### src/rtl/spi_byte_rx_if.sv
// Bundle of SPI-side inputs and receive-FIFO consumer signals for spi_byte_rx.
// frame_len is present only when SPI_RX_FRAME_LEN_EN is defined.
interface spi_byte_rx_if #(
   parameter int DATA_WIDTH = 8,
   parameter int FIFO_DEPTH = 16
);
   localparam int CNT_W = $clog2(FIFO_DEPTH) + 1;

   logic                  spi_clk_in;
   logic                  spi_sel_in;
   logic [DATA_WIDTH-1:0] spi_data_in;
   logic                  rx_valid;
   logic [DATA_WIDTH-1:0] rx_data;
   logic                  rx_last;
   logic                  rx_ready;
   logic [CNT_W-1:0]      fifo_count;
   logic                  frame_done;
   logic                  overflow;
   logic                  ovf_clr;
`ifdef SPI_RX_FRAME_LEN_EN
   logic [7:0]            frame_len;

   modport slave (
      input  spi_clk_in, spi_sel_in, spi_data_in, rx_ready, ovf_clr,
      output rx_valid, rx_data, rx_last, fifo_count, frame_done, overflow, frame_len
   );
   modport master (
      output spi_clk_in, spi_sel_in, spi_data_in, rx_ready, ovf_clr,
      input  rx_valid, rx_data, rx_last, fifo_count, frame_done, overflow, frame_len
   );
`else
   modport slave (
      input  spi_clk_in, spi_sel_in, spi_data_in, rx_ready, ovf_clr,
      output rx_valid, rx_data, rx_last, fifo_count, frame_done, overflow
   );
   modport master (
      output spi_clk_in, spi_sel_in, spi_data_in, rx_ready, ovf_clr,
      input  rx_valid, rx_data, rx_last, fifo_count, frame_done, overflow
   );
`endif
endinterface

### src/rtl/spi_byte_rx.sv
// Synchronizing SPI word receiver with a one-word staging register and a first-word fall-through FIFO.
// Optional feature: define SPI_RX_FRAME_LEN_EN to add the saturating frame_len capture counter.
module spi_byte_rx #(
   parameter int DATA_WIDTH  = 8,
   parameter int FIFO_DEPTH  = 16,
   parameter int SYNC_STAGES = 2
) (
   input logic         clk,
   input logic         rst,
   spi_byte_rx_if.slave bus
);
   localparam int PTR_W = $clog2(FIFO_DEPTH);
   localparam int CNT_W = PTR_W + 1;

   typedef enum logic [1:0] {WAIT_IDLE, IDLE, ACTIVE, FLUSH} state_t;

   state_t state_q, state_d;

   logic [SYNC_STAGES-1:0]                 clkSync_q, selSync_q;
   logic [SYNC_STAGES-1:0][DATA_WIDTH-1:0] dataSync_q;
   logic                                   clkPrev_q;
   logic                                   clkS, selS;
   logic [DATA_WIDTH-1:0]                  dataS;

   logic [DATA_WIDTH-1:0] staged_q, staged_d;
   logic                  stagedValid_q, stagedValid_d;
   logic                  capture, flush, push;
   logic [DATA_WIDTH:0]   pushWord;

   logic [DATA_WIDTH:0]   mem [FIFO_DEPTH];
   logic [PTR_W-1:0]      wrPtr_q, wrPtr_d, rdPtr_q, rdPtr_d;
   logic [CNT_W-1:0]      count_q, count_d;
   logic                  overflow_q, overflow_d;
   logic                  frameDone_q;
   logic                  full, pop, pushOk, drop;
   logic [DATA_WIDTH:0]   head;

   assign clkS  = clkSync_q[SYNC_STAGES-1];
   assign selS  = selSync_q[SYNC_STAGES-1];
   assign dataS = dataSync_q[SYNC_STAGES-1];

   // All three inputs travel through the same depth so data lines up with its clock edge.
   always_ff @(posedge clk or posedge rst) begin
      if (rst) begin
         clkSync_q  <= '0;
         selSync_q  <= '0;
         dataSync_q <= '0;
         clkPrev_q  <= 1'b0;
      end else begin
         clkSync_q  <= {clkSync_q[SYNC_STAGES-2:0], bus.spi_clk_in};
         selSync_q  <= {selSync_q[SYNC_STAGES-2:0], bus.spi_sel_in};
         dataSync_q <= {dataSync_q[SYNC_STAGES-2:0], bus.spi_data_in};
         clkPrev_q  <= clkS;
      end
   end

   always_ff @(posedge clk or posedge rst) begin
      if (rst) begin
         state_q       <= WAIT_IDLE;
         staged_q      <= '0;
         stagedValid_q <= 1'b0;
         wrPtr_q       <= '0;
         rdPtr_q       <= '0;
         count_q       <= '0;
         overflow_q    <= 1'b0;
         frameDone_q   <= 1'b0;
      end else begin
         state_q       <= state_d;
         staged_q      <= staged_d;
         stagedValid_q <= stagedValid_d;
         wrPtr_q       <= wrPtr_d;
         rdPtr_q       <= rdPtr_d;
         count_q       <= count_d;
         overflow_q    <= overflow_d;
         frameDone_q   <= flush;
      end
   end

   always_comb begin
      state_d = state_q;
      capture = 1'b0;
      flush   = 1'b0;
      case (state_q)
         WAIT_IDLE: if (selS) state_d = IDLE;
         IDLE:      if (!selS) state_d = ACTIVE;
         ACTIVE: begin
            capture = clkS & ~clkPrev_q & ~selS;
            if (selS) state_d = FLUSH;
         end
         FLUSH: begin
            flush   = 1'b1;
            state_d = IDLE;
         end
         default: state_d = WAIT_IDLE;
      endcase
   end

   // A word is only known to be non-final once the next one arrives, hence the staging slot.
   always_comb begin
      staged_d      = staged_q;
      stagedValid_d = stagedValid_q;
      push          = 1'b0;
      pushWord      = {1'b0, staged_q};
      if (capture) begin
         staged_d      = dataS;
         stagedValid_d = 1'b1;
         push          = stagedValid_q;
      end else if (flush) begin
         staged_d      = '0;
         stagedValid_d = 1'b0;
         push          = stagedValid_q;
         pushWord      = {1'b1, staged_q};
      end
   end

   assign full   = (count_q == CNT_W'(FIFO_DEPTH));
   assign pop    = (count_q != '0) && bus.rx_ready;
   assign pushOk = push && (!full || pop);
   assign drop   = push && full && !pop;

   always_comb begin
      wrPtr_d    = wrPtr_q + PTR_W'(pushOk);
      rdPtr_d    = rdPtr_q + PTR_W'(pop);
      count_d    = count_q + CNT_W'(pushOk) - CNT_W'(pop);
      overflow_d = overflow_q;
      if (drop)             overflow_d = 1'b1;
      else if (bus.ovf_clr) overflow_d = 1'b0;
   end

   always_ff @(posedge clk) begin
      if (pushOk) mem[wrPtr_q] <= pushWord;
   end

   // Head is gated so an empty FIFO presents zeros rather than stale or unwritten storage.
   assign head           = mem[rdPtr_q];
   assign bus.rx_valid   = (count_q != '0);
   assign bus.rx_data    = bus.rx_valid ? head[DATA_WIDTH-1:0] : '0;
   assign bus.rx_last    = bus.rx_valid ? head[DATA_WIDTH] : 1'b0;
   assign bus.fifo_count = count_q;
   assign bus.frame_done = frameDone_q;
   assign bus.overflow   = overflow_q;

`ifdef SPI_RX_FRAME_LEN_EN
   logic [7:0] frameCnt_q, frameCnt_d, frameLen_q, frameLen_d;

   always_comb begin
      frameCnt_d = frameCnt_q;
      frameLen_d = frameLen_q;
      if (flush) begin
         frameLen_d = frameCnt_q;
         frameCnt_d = '0;
      end else if (capture && frameCnt_q != 8'hFF) begin
         frameCnt_d = frameCnt_q + 8'd1;
      end
   end

   always_ff @(posedge clk or posedge rst) begin
      if (rst) begin
         frameCnt_q <= '0;
         frameLen_q <= '0;
      end else begin
         frameCnt_q <= frameCnt_d;
         frameLen_q <= frameLen_d;
      end
   end

   assign bus.frame_len = frameLen_q;
`endif
endmodule

### src/flat_wrapper.sv
// flat-port wrapper written by rule: the top's interface ports become plain ports
module spi_byte_rx_flat 
#(
   parameter int DATA_WIDTH  = 8,
   parameter int FIFO_DEPTH  = 16,
   parameter int SYNC_STAGES = 2
)
  (clk, rst, bus_spi_clk_in, bus_spi_sel_in, bus_spi_data_in, bus_rx_ready, bus_ovf_clr, bus_rx_valid, bus_rx_data, bus_rx_last, bus_fifo_count, bus_frame_done, bus_overflow);
  spi_byte_rx_if #(.DATA_WIDTH(DATA_WIDTH), .FIFO_DEPTH(FIFO_DEPTH)) bus_i ();
  input logic clk;
  input logic rst;
  input wire logic [$bits(bus_i.spi_clk_in)-1:0] bus_spi_clk_in;
  input wire logic [$bits(bus_i.spi_sel_in)-1:0] bus_spi_sel_in;
  input wire logic [$bits(bus_i.spi_data_in)-1:0] bus_spi_data_in;
  input wire logic [$bits(bus_i.rx_ready)-1:0] bus_rx_ready;
  input wire logic [$bits(bus_i.ovf_clr)-1:0] bus_ovf_clr;
  output wire logic [$bits(bus_i.rx_valid)-1:0] bus_rx_valid;
  output wire logic [$bits(bus_i.rx_data)-1:0] bus_rx_data;
  output wire logic [$bits(bus_i.rx_last)-1:0] bus_rx_last;
  output wire logic [$bits(bus_i.fifo_count)-1:0] bus_fifo_count;
  output wire logic [$bits(bus_i.frame_done)-1:0] bus_frame_done;
  output wire logic [$bits(bus_i.overflow)-1:0] bus_overflow;
  assign bus_i.spi_clk_in = bus_spi_clk_in;
  assign bus_i.spi_sel_in = bus_spi_sel_in;
  assign bus_i.spi_data_in = bus_spi_data_in;
  assign bus_i.rx_ready = bus_rx_ready;
  assign bus_i.ovf_clr = bus_ovf_clr;
  assign bus_rx_valid = bus_i.rx_valid;
  assign bus_rx_data = bus_i.rx_data;
  assign bus_rx_last = bus_i.rx_last;
  assign bus_fifo_count = bus_i.fifo_count;
  assign bus_frame_done = bus_i.frame_done;
  assign bus_overflow = bus_i.overflow;
  spi_byte_rx #(.DATA_WIDTH(DATA_WIDTH), .FIFO_DEPTH(FIFO_DEPTH), .SYNC_STAGES(SYNC_STAGES)) u_core (.clk(clk), .rst(rst), .bus(bus_i));
endmodule
### config.mk
export PLATFORM = sky130hd
export DESIGN_NAME = spi_byte_rx_flat
export DESIGN_NICKNAME = d
export VERILOG_FILES = /design/src/rtl/spi_byte_rx_if.sv /design/src/rtl/spi_byte_rx.sv /design/src/flat_wrapper.sv
export SDC_FILE = /design/constraint.sdc
export NUM_CORES = 1
export LEC_CHECK = 0
export BUFFER_PORTS_ARGS = -buffer_cell sky130_fd_sc_hd__buf_2
export CAP_MARGIN = 15
export CORE_ASPECT_RATIO = 0.6
export CORE_MARGIN = 2
export CORE_UTILIZATION = 55
export DETAILED_ROUTE_END_ITERATION = 8
export PLACE_DENSITY = 0.72
export SLEW_MARGIN = 20
export SYNTH_ARGS = -nofsm -noshare
export SYNTH_HDL_FRONTEND = slang
export SYNTH_SLANG_ARGS = --single-unit
### constraint.sdc
create_clock -name clk -period 3.15 [get_ports clk]
set_input_delay 0.315 -clock clk [delete_from_list [all_inputs] [get_ports clk]]
set_output_delay 0.315 -clock clk [all_outputs]
set_load 0.05 [all_outputs]
==> results summary <==
The design draws 7560 uW. The maximum root-to-sink buffer count came out at 2. Yosys printed 0 warnings.

The number of clock buffers added by TritonCTS is 17. The CTS tree is done. The initial antenna violation count is 0. The XOR/XNOR share of the synthesized area is 1.06%. The minimum hold slack came out at 71.6 ps.

The final critical delay including setup and external delays came out at 2910 ps. The unique cell type count in the Yosys netlist came out at 39. The total placed cells including tap cells came out at 595. The global-route usage over all layers came out at 21.0%. The via count normalized by instance count came out at 5.76.

The data required time of the worst path is 3500 ps. The multiplexer area fraction after synthesis is 14.1%. On the final layout, the worst clock skew is 11.5 ps. The most used flip-flop cell after synthesis is edfxtp_1.

The final-stage net count came out at 483. The synthesized netlist net count is 417. The share of synthesized cell area in full adder, half adder and majority cells came out at 2.63%. In this run the remaining antenna-violating nets after routing total 0. On the critical path, the stage with the largest delay is an instance of or4b_2. The area of the die is 0.0145 sq mm.

The total wirelength of the detailed-routed design is 13,900 um. The ratio of cells with drive above 1 in the final layout came out at 26.8%. For this run the aggregate overflow at the end of global routing stands at 0. The delay of the slowest cell on the worst path is 600 ps. The slew at the pin closest to its max-slew limit is 952 ps. The signal on the critical path passes through inv_1, ha_1, or4b_2, and2_1, ha_1, inv_1, ha_1, inv_1, fa_1, inv_1, a21oi_1, o21bai_1, xnor2_1. The area of the multi-input gates is 0.00178 sq mm. The async set-or-reset flop fraction in the synthesized netlist came out at 24.6%. The wire length per cell after detailed routing came out at 21.9 um. Entering global routing, the biggest net connects 48 pins. The non-filler instance count after layout came out at 637. STA classifies the critical path endpoint as a flop. The type of the setup path with the least slack is reg -> reg. The hold violation total from the final report is 0.

The post-synthesis sequential element count came out at 191. The vias after detailed routing came out at 3,667. The relative slew slack came out at 36.4%.

The final RePlAce weighted congestion came out at 0.824. The most common cell after layout, fill and taps aside is edfxtp_1. The filler cells instantiated in the layout total 861. The total setup violations reported at the end of the flow is 0. The post-DP HPWL is 8820 um. Averaged over all synthesized cells, the footprint is 19.1 sq um. The arrival time at the worst endpoint came out at 3270 ps. CTS built an H-tree with a depth of 4. The worst ir drop on vdd came out at 493 uV. The fraction of the mapped netlist area in simple logic gates came out at 3.24%. The kind of path behind the tightest hold check is in -> reg. The run finished with clean final reports. Dividing the final minimum period by the clock period gives 92.5%.

The total inserted antenna cells is 0. The setup TNS after final layout came out at 0 ps. The clock input transition at the sequential cells of the worst setup and hold paths came out at 70 ps.

31 I/O pins were placed. By area, the combinational part of the netlist is dominated by multiplexers. The highest clock rate came out at 343 MHz.

For this design the ratio of total power to cell area is 884 mW/mm^2. The fraction of the core area covered by cells at the end of the flow is 65.7%. The share of the yosys chip area belonging to registers is 74.1%. In this design, the critical path's most frequently occurring cell is inv_1. After the first detailed-routing iteration, the DRC count stood at 294.

The sequential cells in the finished layout cover a total of 0.00550 sq mm. The post-synthesis cell area came out at 0.00743 sq mm. The peak fanout along the critical path came out at 3. The sort of element at the start of the critical path is a flop. The post-synthesis instance total is 388. Setup repair after global routing left no endpoint under its margin. Before antenna repair, the detailed router went through 5 iterations. The first global-routing pass estimated 21,300 um of wire.

The height of the die is 94.0 um. The number of design rule violations left after detail routing is 0. The width of the die is 154 um. The synthesized-area fraction occupied by ao, oa, aoi and oai cells came out at 2.81%. The number of sinks on the clock net came out at 191.

The later pin in the worst-skew pair is clocked with a latency of 430 ps. For this design the static power due to leakage is 0.00313 uW. The core region is 0.0130 sq mm. In this run the core area contains 32 standard-cell rows.

From synthesis to final layout, the design area changed by 15.2%. Yosys mapped a number of flops with a built-in enable equal to 144. The max capacitance violation total is 0. The count of buffers added on input and output ports is 30. The via count of the first global-routing pass came out at 3,717.

The max-slew violation count is 0. In the layout the commonest cells are edfxtp_1 (144), dfrtp_1 (47), buf_2 (30), mux4_2 (27), buf_4 (21). For this configuration, the core starts out at a cell density of 57.1%. The clock tree root buffer cell is clkbuf_16.
==> what timing repair did <==
item,CTS,global route
endpoints found under the hold margin,10,0
buffers inserted,0,0
setup endpoints to repair,0,0
hold buffers,10,0
gates resized for setup,0,0
==> worst max-delay path, delay by kind of cell (launching register included) <==
| family | cells | cell delay [ps] |
|---|---|---|
| buffers and inverters | 4 | 290 |
| AO/OA/AOI/OAI | 2 | 210 |
| adder cells (fa/ha/maj) | 4 | 1010 |
| AND/OR/NAND/NOR | 2 | 810 |
| flip-flops | 1 | 410 |
| XOR/XNOR | 1 | 130 |
==> state kept, by name, indices dropped and copies added, names as in the netlist <==
register               cells
u_core.wrPtr_q             4
u_core.rdPtr_q             4
u_core.state_q             2
u_core.bus.overflow        1
u_core.dataS               8
u_core.stagedValid_q       1
u_core.bus.fifo_count      5
u_core.selSync_q           2
u_core.clkSync_q           2
u_core.dataSync_q          8
u_core.bus.frame_done      1
u_core.mem               144
u_core.clkPrev_q           1
u_core.staged_q            8
==> synthesized netlist by cell type (9+ instances only) <==
cell type / count / area, sq um
a21oi_1: 12 / 60.1
dfrtp_1: 47 / 1180
edfxtp_1: 144 / 4320
ha_1: 14 / 175
inv_1: 13 / 48.8
mux2_2: 10 / 113
mux2i_1: 9 / 90.1
mux4_1: 9 / 236
mux4_2: 27 / 608
nand2_1: 18 / 67.6
nor2_1: 15 / 56.3
o21ai_0: 10 / 50.1
==> layer usage <==
metal / vias up / track usage, % / part of all wire [%] / routed length, um
li1: 1640 / - / - / -
met1: 1889 / 30.4 / 47 / 6530
met2: 122 / 32.1 / 46 / 6410
met3: 16 / 4.57 / 6.0 / 836
met4: 0 / 7.63 / 1.1 / 159
met5: - / 0 / 0 / 0
==> where the power goes <==
part | internal [uW] | switching (uW)
Combinational | 965 | 1490
Clock | 1110 | 908
Sequential | 2890 | 184
==> layout make-up <==
cell class / instances / area share [%]
inverter: 14 / 0.614
clock inverter: 10 / 0.907
clock buffer: 22 / 5.69
multi-input combinational: 167 / 20.8
tap: 170 / 2.49
timing repair buffer: 63 / 5.24
sequential: 191 / 64.3
==> path summary, 6_finish.rpt <==
check                      slack, ps                            endpoint                               start  depth (start not counted)
setup / recovery                 240  u_core.bus.fifo_count[4]$_DFF_PP0_  u_core.bus.fifo_count[3]$_DFF_PP0_                         13
hold / removal                    70     u_core.bus.overflow$_DFFE_PP0P_                         bus_ovf_clr                          2
setup reg to reg                 240  u_core.bus.fifo_count[4]$_DFF_PP0_  u_core.bus.fifo_count[3]$_DFF_PP0_                         13
hold reg to reg                  350       u_core.clkSync_q[1]$_DFF_PP0_       u_core.clkSync_q[0]$_DFF_PP0_                          0
max in group asynchronous       2450  u_core.bus.fifo_count[0]$_DFF_PP0_                                 rst                          2
min in group asynchronous        110      u_core.dataSync_q[0]$_DFF_PP0_                                 rst                          2
==> metrics by stage <==
step                      setup slack, ps  area [sq um]
after floorplan                       120          7430
after global placement                351          7890
after detailed placement              255          7890
after CTS                             241          8550
after global routing                 87.3          8550
final                                 237          8550
==> cell families after synthesis <==
logic type,after synthesis
AO/OA/AOI/OAI,37
XOR/XNOR,9
adder cells (fa/ha/maj),15
buffers and inverters,30
flip-flops,191
multiplexers,55
AND/OR/NAND/NOR,51
(Power assumes the default switching activity.)
